$ cat config.mk
export PLATFORM = sky130hd
export DESIGN_NAME = unidad_control_multiciclo
export DESIGN_NICKNAME = d
export VERILOG_FILES = /design/src/rtl/control_pkg.sv /design/src/rtl/condlogic_mc.sv /design/src/rtl/unidad_control_multiciclo.sv
export SDC_FILE = /design/constraint.sdc
export NUM_CORES = 1
export LEC_CHECK = 0
export CORE_MARGIN = 2
export CORE_UTILIZATION = 40
export DETAILED_ROUTE_END_ITERATION = 10
export PLACE_DENSITY = 0.8
export RECOVER_POWER = 50
export SETUP_SLACK_MARGIN = 0.1
export SYNTH_ARGS = -nofsm -noshare
export SYNTH_HDL_FRONTEND = slang
export SYNTH_SLANG_ARGS = --single-unit
$ cat constraint.sdc
create_clock -name clk -period 2.3 [get_ports clk]
set_input_delay 0.23 -clock clk [delete_from_list [all_inputs] [get_ports clk]]
set_output_delay 0.23 -clock clk [all_outputs]
set_load 0.01 [all_outputs]
$ cat src/rtl/control_pkg.sv
// rtl/control_pkg.sv - state enum, datapath select encodings and condition codes for the multicycle control unit
package control_pkg;

  typedef enum logic [3:0] {
    S_FETCH,
    S_DECODE,
    S_MEMADR,
    S_MEMRD,
    S_MEMWB,
    S_MEMWR,
    S_EXECR,
    S_EXECI,
    S_ALUWB,
    S_BRANCH,
    S_LINKWB
  } state_t;

  localparam logic [2:0] ALU_ADD = 3'b000;
  localparam logic [2:0] ALU_SUB = 3'b001;
  localparam logic [2:0] ALU_AND = 3'b010;
  localparam logic [2:0] ALU_ORR = 3'b011;
  localparam logic [2:0] ALU_EOR = 3'b100;

  // funct[4:1] opcodes of the data-processing instructions
  localparam logic [3:0] FN_ADD = 4'b0100;
  localparam logic [3:0] FN_SUB = 4'b0010;
  localparam logic [3:0] FN_AND = 4'b0000;
  localparam logic [3:0] FN_ORR = 4'b1100;
  localparam logic [3:0] FN_EOR = 4'b0001;
  localparam logic [3:0] FN_CMP = 4'b1010;
  localparam logic [3:0] FN_TST = 4'b1000;

  localparam logic [1:0] OP_DP  = 2'b00;
  localparam logic [1:0] OP_MEM = 2'b01;
  localparam logic [1:0] OP_BR  = 2'b10;

  localparam logic [1:0] RES_ALUOUT    = 2'b00;
  localparam logic [1:0] RES_DATA      = 2'b01;
  localparam logic [1:0] RES_ALURESULT = 2'b10;

  localparam logic [1:0] SRCB_REG  = 2'b00;
  localparam logic [1:0] SRCB_IMM  = 2'b01;
  localparam logic [1:0] SRCB_FOUR = 2'b10;

  localparam logic [1:0] REGSRC_LINK = 2'b11;

  localparam logic [3:0] COND_EQ = 4'h0;
  localparam logic [3:0] COND_NE = 4'h1;
  localparam logic [3:0] COND_CS = 4'h2;
  localparam logic [3:0] COND_CC = 4'h3;
  localparam logic [3:0] COND_MI = 4'h4;
  localparam logic [3:0] COND_PL = 4'h5;
  localparam logic [3:0] COND_VS = 4'h6;
  localparam logic [3:0] COND_VC = 4'h7;
  localparam logic [3:0] COND_HI = 4'h8;
  localparam logic [3:0] COND_LS = 4'h9;
  localparam logic [3:0] COND_GE = 4'hA;
  localparam logic [3:0] COND_LT = 4'hB;
  localparam logic [3:0] COND_GT = 4'hC;
  localparam logic [3:0] COND_LE = 4'hD;
  localparam logic [3:0] COND_AL = 4'hE;

  function automatic logic cond_eval(input logic [3:0] cond, input logic [3:0] nzcv);
    logic n, z, c, v, r;
    n = nzcv[3];
    z = nzcv[2];
    c = nzcv[1];
    v = nzcv[0];
    case (cond)
      COND_EQ: r = z;
      COND_NE: r = ~z;
      COND_CS: r = c;
      COND_CC: r = ~c;
      COND_MI: r = n;
      COND_PL: r = ~n;
      COND_VS: r = v;
      COND_VC: r = ~v;
      COND_HI: r = c & ~z;
      COND_LS: r = ~c | z;
      COND_GE: r = (n == v);
      COND_LT: r = (n != v);
      COND_GT: r = ~z & (n == v);
      COND_LE: r = z | (n != v);
      COND_AL: r = 1'b1;
      default: r = 1'b0;
    endcase
    return r;
  endfunction

endpackage

$ cat src/rtl/condlogic_mc.sv
// rtl/condlogic_mc.sv - NZCV flags register, condition evaluation and gating of architectural write enables
module condlogic_mc
  import control_pkg::*;
(
  input  logic       clk,
  input  logic       reset,
  input  logic [3:0] cond_i,
  input  logic [3:0] alu_flags_i,
  input  logic [1:0] flag_w_i,
  input  logic       pc_uncond_i,
  input  logic       pcs_i,
  input  logic       reg_w_i,
  input  logic       mem_w_i,
  output logic       cond_ex_o,
  output logic       pc_write_o,
  output logic       reg_write_o,
  output logic       mem_write_o
);

  logic [3:0] flags_q, flags_d;

  assign cond_ex_o = cond_eval(cond_i, flags_q);

  // flag_w_i[1] updates N,Z; flag_w_i[0] updates C,V
  always_comb begin
    flags_d = flags_q;
    if (flag_w_i[1] && cond_ex_o) flags_d[3:2] = alu_flags_i[3:2];
    if (flag_w_i[0] && cond_ex_o) flags_d[1:0] = alu_flags_i[1:0];
  end

  always_ff @(posedge clk) begin
    if (reset) flags_q <= 4'b0000;
    else       flags_q <= flags_d;
  end

  assign pc_write_o  = ~reset & (pc_uncond_i | (pcs_i & cond_ex_o));
  assign reg_write_o = ~reset & reg_w_i & cond_ex_o;
  assign mem_write_o = ~reset & mem_w_i & cond_ex_o;

endmodule

$ cat src/rtl/unidad_control_multiciclo.sv
// rtl/unidad_control_multiciclo.sv - multicycle ARM-subset main FSM and instruction decode
// Defining BRANCH_LINK_EN adds the LINKWB state so BL writes the return address to R14.
module unidad_control_multiciclo
  import control_pkg::*;
#(
  parameter int ALUCTRL_W = 3
) (
  input  logic                 clk,
  input  logic                 reset,
  input  logic [19:0]          Instr,
  input  logic [3:0]           ALUFlags,
  output logic                 PCWrite,
  output logic                 AdrSrc,
  output logic                 MemWrite,
  output logic                 IRWrite,
  output logic [1:0]           ResultSrc,
  output logic                 ALUSrcA,
  output logic [1:0]           ALUSrcB,
  output logic                 RegWrite,
  output logic [1:0]           ImmSrc,
  output logic [1:0]           RegSrc,
  output logic [ALUCTRL_W-1:0] ALUControl
);

  state_t     state_q, state_d, state_eff;
  logic [3:0] cond;
  logic [1:0] op;
  logic [5:0] funct;
  logic [3:0] fn;
  logic       unused_instr;

  assign cond         = Instr[19:16];
  assign op           = Instr[15:14];
  assign funct        = Instr[13:8];
  assign fn           = funct[4:1];
  assign unused_instr = ^Instr[7:0];

  logic       dp_def, dp_nowrite, dp_cv, dp_force;
  logic [2:0] dp_alu;

  always_comb begin
    dp_def     = 1'b1;
    dp_alu     = ALU_ADD;
    dp_nowrite = 1'b0;
    dp_cv      = 1'b0;
    dp_force   = 1'b0;
    case (fn)
      FN_ADD: begin dp_alu = ALU_ADD; dp_cv = 1'b1; end
      FN_SUB: begin dp_alu = ALU_SUB; dp_cv = 1'b1; end
      FN_AND: dp_alu = ALU_AND;
      FN_ORR: dp_alu = ALU_ORR;
      FN_EOR: begin
        if (ALUCTRL_W > 2) dp_alu = ALU_EOR;
        else               dp_def = 1'b0;
      end
      FN_CMP: begin
        if (ALUCTRL_W > 2) begin
          dp_alu = ALU_SUB; dp_cv = 1'b1; dp_nowrite = 1'b1; dp_force = 1'b1;
        end else dp_def = 1'b0;
      end
      FN_TST: begin
        if (ALUCTRL_W > 2) begin
          dp_alu = ALU_AND; dp_nowrite = 1'b1; dp_force = 1'b1;
        end else dp_def = 1'b0;
      end
      default: dp_def = 1'b0;
    endcase
    if (!dp_def) dp_alu = ALU_ADD;
  end

  always_comb begin
    state_d = S_FETCH;
    case (state_q)
      S_FETCH:  state_d = S_DECODE;
      S_DECODE: begin
        case (op)
          OP_MEM:  state_d = S_MEMADR;
          OP_DP:   state_d = funct[5] ? S_EXECI : S_EXECR;
          OP_BR:   state_d = S_BRANCH;
          default: state_d = S_FETCH;
        endcase
      end
      S_MEMADR: state_d = funct[0] ? S_MEMRD : S_MEMWR;
      S_MEMRD:  state_d = S_MEMWB;
      S_EXECR,
      S_EXECI:  state_d = S_ALUWB;
`ifdef BRANCH_LINK_EN
      S_BRANCH: state_d = funct[4] ? S_LINKWB : S_FETCH;
`else
      S_BRANCH: state_d = S_FETCH;
`endif
      default:  state_d = S_FETCH;
    endcase
  end

  always_ff @(posedge clk) begin
    if (reset) state_q <= S_FETCH;
    else       state_q <= state_d;
  end

  // Outputs decode as FETCH while reset is held, even before the state register catches up
  assign state_eff = reset ? S_FETCH : state_q;

  logic       irw, pc_uncond, pcs, regw, memw;
  logic [1:0] flagw;
  logic [2:0] alu_sel;

  always_comb begin
    irw       = 1'b0;
    pc_uncond = 1'b0;
    pcs       = 1'b0;
    regw      = 1'b0;
    memw      = 1'b0;
    flagw     = 2'b00;
    AdrSrc    = 1'b0;
    ResultSrc = RES_ALUOUT;
    ALUSrcA   = 1'b0;
    ALUSrcB   = SRCB_REG;
    alu_sel   = ALU_ADD;
    RegSrc    = {op == OP_MEM, op == OP_BR};
    ImmSrc    = op;
    case (state_eff)
      S_FETCH: begin
        irw = 1'b1; pc_uncond = 1'b1;
        ResultSrc = RES_ALURESULT; ALUSrcA = 1'b1; ALUSrcB = SRCB_FOUR;
      end
      S_DECODE: begin
        ResultSrc = RES_ALURESULT; ALUSrcA = 1'b1; ALUSrcB = SRCB_FOUR;
      end
      S_MEMADR: ALUSrcB = SRCB_IMM;
      S_MEMRD:  AdrSrc = 1'b1;
      S_MEMWB: begin
        ResultSrc = RES_DATA; regw = 1'b1;
      end
      S_MEMWR: begin
        AdrSrc = 1'b1; memw = 1'b1;
      end
      S_EXECR, S_EXECI: begin
        ALUSrcB = (state_eff == S_EXECI) ? SRCB_IMM : SRCB_REG;
        alu_sel = dp_alu;
        if (dp_def) flagw = {funct[0] | dp_force, (funct[0] | dp_force) & dp_cv};
      end
      S_ALUWB: regw = dp_def & ~dp_nowrite;
      S_BRANCH: begin
        ALUSrcB = SRCB_IMM; ResultSrc = RES_ALURESULT; pcs = 1'b1;
      end
      S_LINKWB: begin
        RegSrc = REGSRC_LINK; ResultSrc = RES_ALURESULT;
        ALUSrcA = 1'b1; ALUSrcB = SRCB_FOUR; alu_sel = ALU_SUB; regw = 1'b1;
      end
      default: ;
    endcase
  end

  assign IRWrite    = irw & ~reset;
  assign ALUControl = alu_sel[ALUCTRL_W-1:0];

  logic cond_ex;

  condlogic_mc u_cond (
    .clk         (clk),
    .reset       (reset),
    .cond_i      (cond),
    .alu_flags_i (ALUFlags),
    .flag_w_i    (flagw),
    .pc_uncond_i (pc_uncond),
    .pcs_i       (pcs),
    .reg_w_i     (regw),
    .mem_w_i     (memw),
    .cond_ex_o   (cond_ex),
    .pc_write_o  (PCWrite),
    .reg_write_o (RegWrite),
    .mem_write_o (MemWrite)
  );

endmodule

==> impl_metrics.env, run 1 <==
export IMPL_status="finished, violations left"
export IMPL_violations="negative setup slack"
export IMPL_cap_violations=0
export IMPL_r2r_start="u_cond.flags_q[2]"
export IMPL_critPathKind="reg2out"
export IMPL_rsz0062_at_grt="true"
export IMPL_crit_fanout=3
export IMPL_final_area_um2=1340
export IMPL_drive_gt1_share_pct=20.9
export IMPL_ys_flop_type="dfxtp_1"
export IMPL_diodes=0
export IMPL_gp_congestion=0.850
export IMPL_ant_nets=0
export IMPL_rr_endpoint="u_cond.flags_q[0]"
export IMPL_final_period_utilization_pct=102
export IMPL_clock_sink_count=8
export IMPL_placed_cell_area_um2=1330
export IMPL_hpwl_um=1830
export IMPL_cts_max_path_buffers=2
export IMPL_ctsHoldBuffers=0
export IMPL_crit_arrival_ps=2120
export IMPL_synthesis_nets=144
export IMPL_fp_dieH_um=50.5
export IMPL_via_per_inst=5.29
export IMPL_ys_types=33
export IMPL_min_path_type="reg2reg"
export IMPL_fill_cells=180
export IMPL_yosysTopAreaCell="dfxtp_1"
export IMPL_h_tree_depth=1
export IMPL_drc=0
export IMPL_ios=43
export IMPL_num_rows=16
export IMPL_num_nets_final=191
export IMPL_synth_commonest_cells="nor2_1 (12), nand2b_1 (10), clkbuf_1 (8), dfxtp_1 (8), inv_1 (7)"
export IMPL_fin_setup_tns_ps=-52.2
export IMPL_grt_pass1_wl_um=4200
export IMPL_fin_worst_skew_ps=2.74
export IMPL_grt_max_degree=20
export IMPL_coreArea_um2=2000
export IMPL_startpoint_type="flip-flop"
export IMPL_drt_wl_total_um=2370
export IMPL_netlist_instances=118
export IMPL_cp_num_buf_inv=1
export IMPL_timing_worst_slew_pin_value_ps=332
export IMPL_powerDensity_nw_per_um2=330
export IMPL_timing_fmax_mhz=425
export IMPL_crit_family="compound AO/OA/AOI/OAI gates"
export IMPL_routedWlPerCell_um=12.5
export IMPL_finalSetupViolCount=1
export IMPL_cts_tree="done"
export IMPL_synth_edf_count=0
export IMPL_whs_ps=494
export IMPL_cts_buffers=3
export IMPL_syn_area_um2=863
export IMPL_setup_slack_ps=-52.2
export IMPL_vias=1005
export IMPL_leakagePower_nw=0.549
export IMPL_critPathCaptureType="output pin"
export IMPL_vdd_ir_drop_max_uv=245
export IMPL_slowest_stage="dfxtp_2"
export IMPL_cts_root_buf="clkbuf_4"
export IMPL_finalMaxSlewViolations=0
export IMPL_synth_most_common_cell="nor2_1"
export IMPL_rr_worst_depth=8
export IMPL_yosysTopAreaCellShare_pct=18.6
export IMPL_min_period_ps=2350
export IMPL_finalHoldViolCount=0
export IMPL_grt_pass1_vias=1022
export IMPL_holdPathEnd="u_cond.flags_q[3]"
export IMPL_first_pass_iters=4
export IMPL_area_growth_syn_to_layout_pct=55.7
export IMPL_syn_area_per_cell_um2=7.32
export IMPL_overflow=0
export IMPL_cpPeakStageDelay_ps=340
export IMPL_postCtsSetupRepairBufs=0
export IMPL_synth_area_leaders="dfxtp_1 (19%), nand2b_1 (7.2%), mux2i_1 (5.8%)"
export IMPL_rrSetupSlack_ps=410
export IMPL_die_area_um2=2550
export IMPL_synth_seq_cells=8
export IMPL_initial_core_util_pct=43.1
export IMPL_max_slew_margin_pct=77.3
export IMPL_crit_chain="and3b_1 > a22oi_2 > xor2_1 > o311a_4 > or3_4 > a2111oi_4 > buf_2"
export IMPL_antenna_found_initial=0
export IMPL_min_from="u_cond.flags_q[3]"
export IMPL_drt_iter0_drc=8
export IMPL_synthArstFlopShare_pct=0
export IMPL_port_buffers=34
export IMPL_ys_warn_count=0
export IMPL_die_x_um=50.5
export IMPL_worstSkewPairLatency_ps=250
export IMPL_clk_pin_slew_worst_paths_ps=50
export IMPL_grt_total_usage_pct=20.9
export IMPL_whs_path_depth=2
export IMPL_ys_seq_area_share_pct=18.6
export IMPL_cp_required_ps=2070
area by class of cell:
cell class                 count  area (um^2)  share of cell area, %
multi-input combinational     92          654                   48.7
inverter                       7         26.3                   1.96
clock buffer                   3         22.5                   1.68
sequential                     8          164                   12.2
timing repair buffer          53          443                   33.0
tap                           27         33.8                   2.51
routing by layer:
metal  track usage (%)  routed length, um  vias to the layer above
li1                  -                  -                      510
met1              23.8               1010                      468
met2              39.5               1230                       27
met3              5.36                124                        0
met4              3.15                  0                        0
met5                 0                  0                        -
through the flow:
step	worst slack (ps)	power, mW	util (%)	cells
after floorplan	308	0.249	-	118
after global placement	-575	0.333	66.4	187
after detailed placement	-572	0.338	66.4	187
after CTS	-65.3	0.446	67.1	190
after global routing	-179	0.477	67.1	190
final	-52.2	0.444	67.1	190
worst max path at each step:
stage	from	end	slack (ps)	cells after the start
after floorplan	u_cond.flags_q[2]	PCWrite	310	6
after global placement	Instr[18]	PCWrite	-580	8
after detailed placement	Instr[18]	PCWrite	-570	8
after CTS	u_cond.flags_q[2]	PCWrite	-70	7
after global routing	u_cond.flags_q[2]	PCWrite	-180	7
final	u_cond.flags_q[2]	PCWrite	-50	7
cells in the final DEF, fill, tap and decap left out, types with 4 or more instances in the layout:
cell / instances
clkdlybuf4s50_1: 19
buf_4: 16
nor2_1: 10
nand2b_1: 10
inv_1: 7
dlygate4sd2_1: 7
xnor2_1: 5
o21ai_0: 5
nand2_1: 5
mux2i_1: 5
dfxtp_1: 5
nand3_1: 4
nor4_1: 4
a22oi_1: 4
nor3_1: 4
dlygate4sd3_1: 4
timing repair:
item / in CTS / in global routing
endpoints found under the setup margin: 5 / 7
pin swaps: 1 / 0
hold endpoints to repair: 0 / 0
resized for setup: 21 / 8
tightest hold or removal path: cells and delay by family, from the launching register on:
family           cells  cell delay, ps
muxes                1              60
DFF                  1             330
and+or+nand+nor      1              60
flip-flops by register name, indices dropped and copies added, names as in the netlist:
register,cells
state_q,4
u_cond.flags_q,4
power by group:
group,total [mW],switching [mW],leakage [nW],internal (mW)
registers,0.148,0.00422,0.0665,0.143
logic,0.187,0.0902,0.469,0.0965
clock network,0.109,0.0494,0.0138,0.0598
logic make-up (layout without fill, tap and decap cells):
family	count (synthesis)	count (layout)	synth area share, %
AO/OA/AOI/OAI	29	29	27.4
XOR/XNOR	8	8	8.12
buffers and inverters	18	63	8.84
flip-flops	8	8	18.6
multiplexers	5	5	5.80
AND/OR/NAND/NOR	50	50	31.3
No activity file was read; power rests on OpenSTA's default activity.
==> inputs of run 2 (changes only) <==
Settings changed: SLEW_MARGIN set to 20.
==> results of run 2 <==
The final DEF is identical to that of run 1; final timing and power are the same.
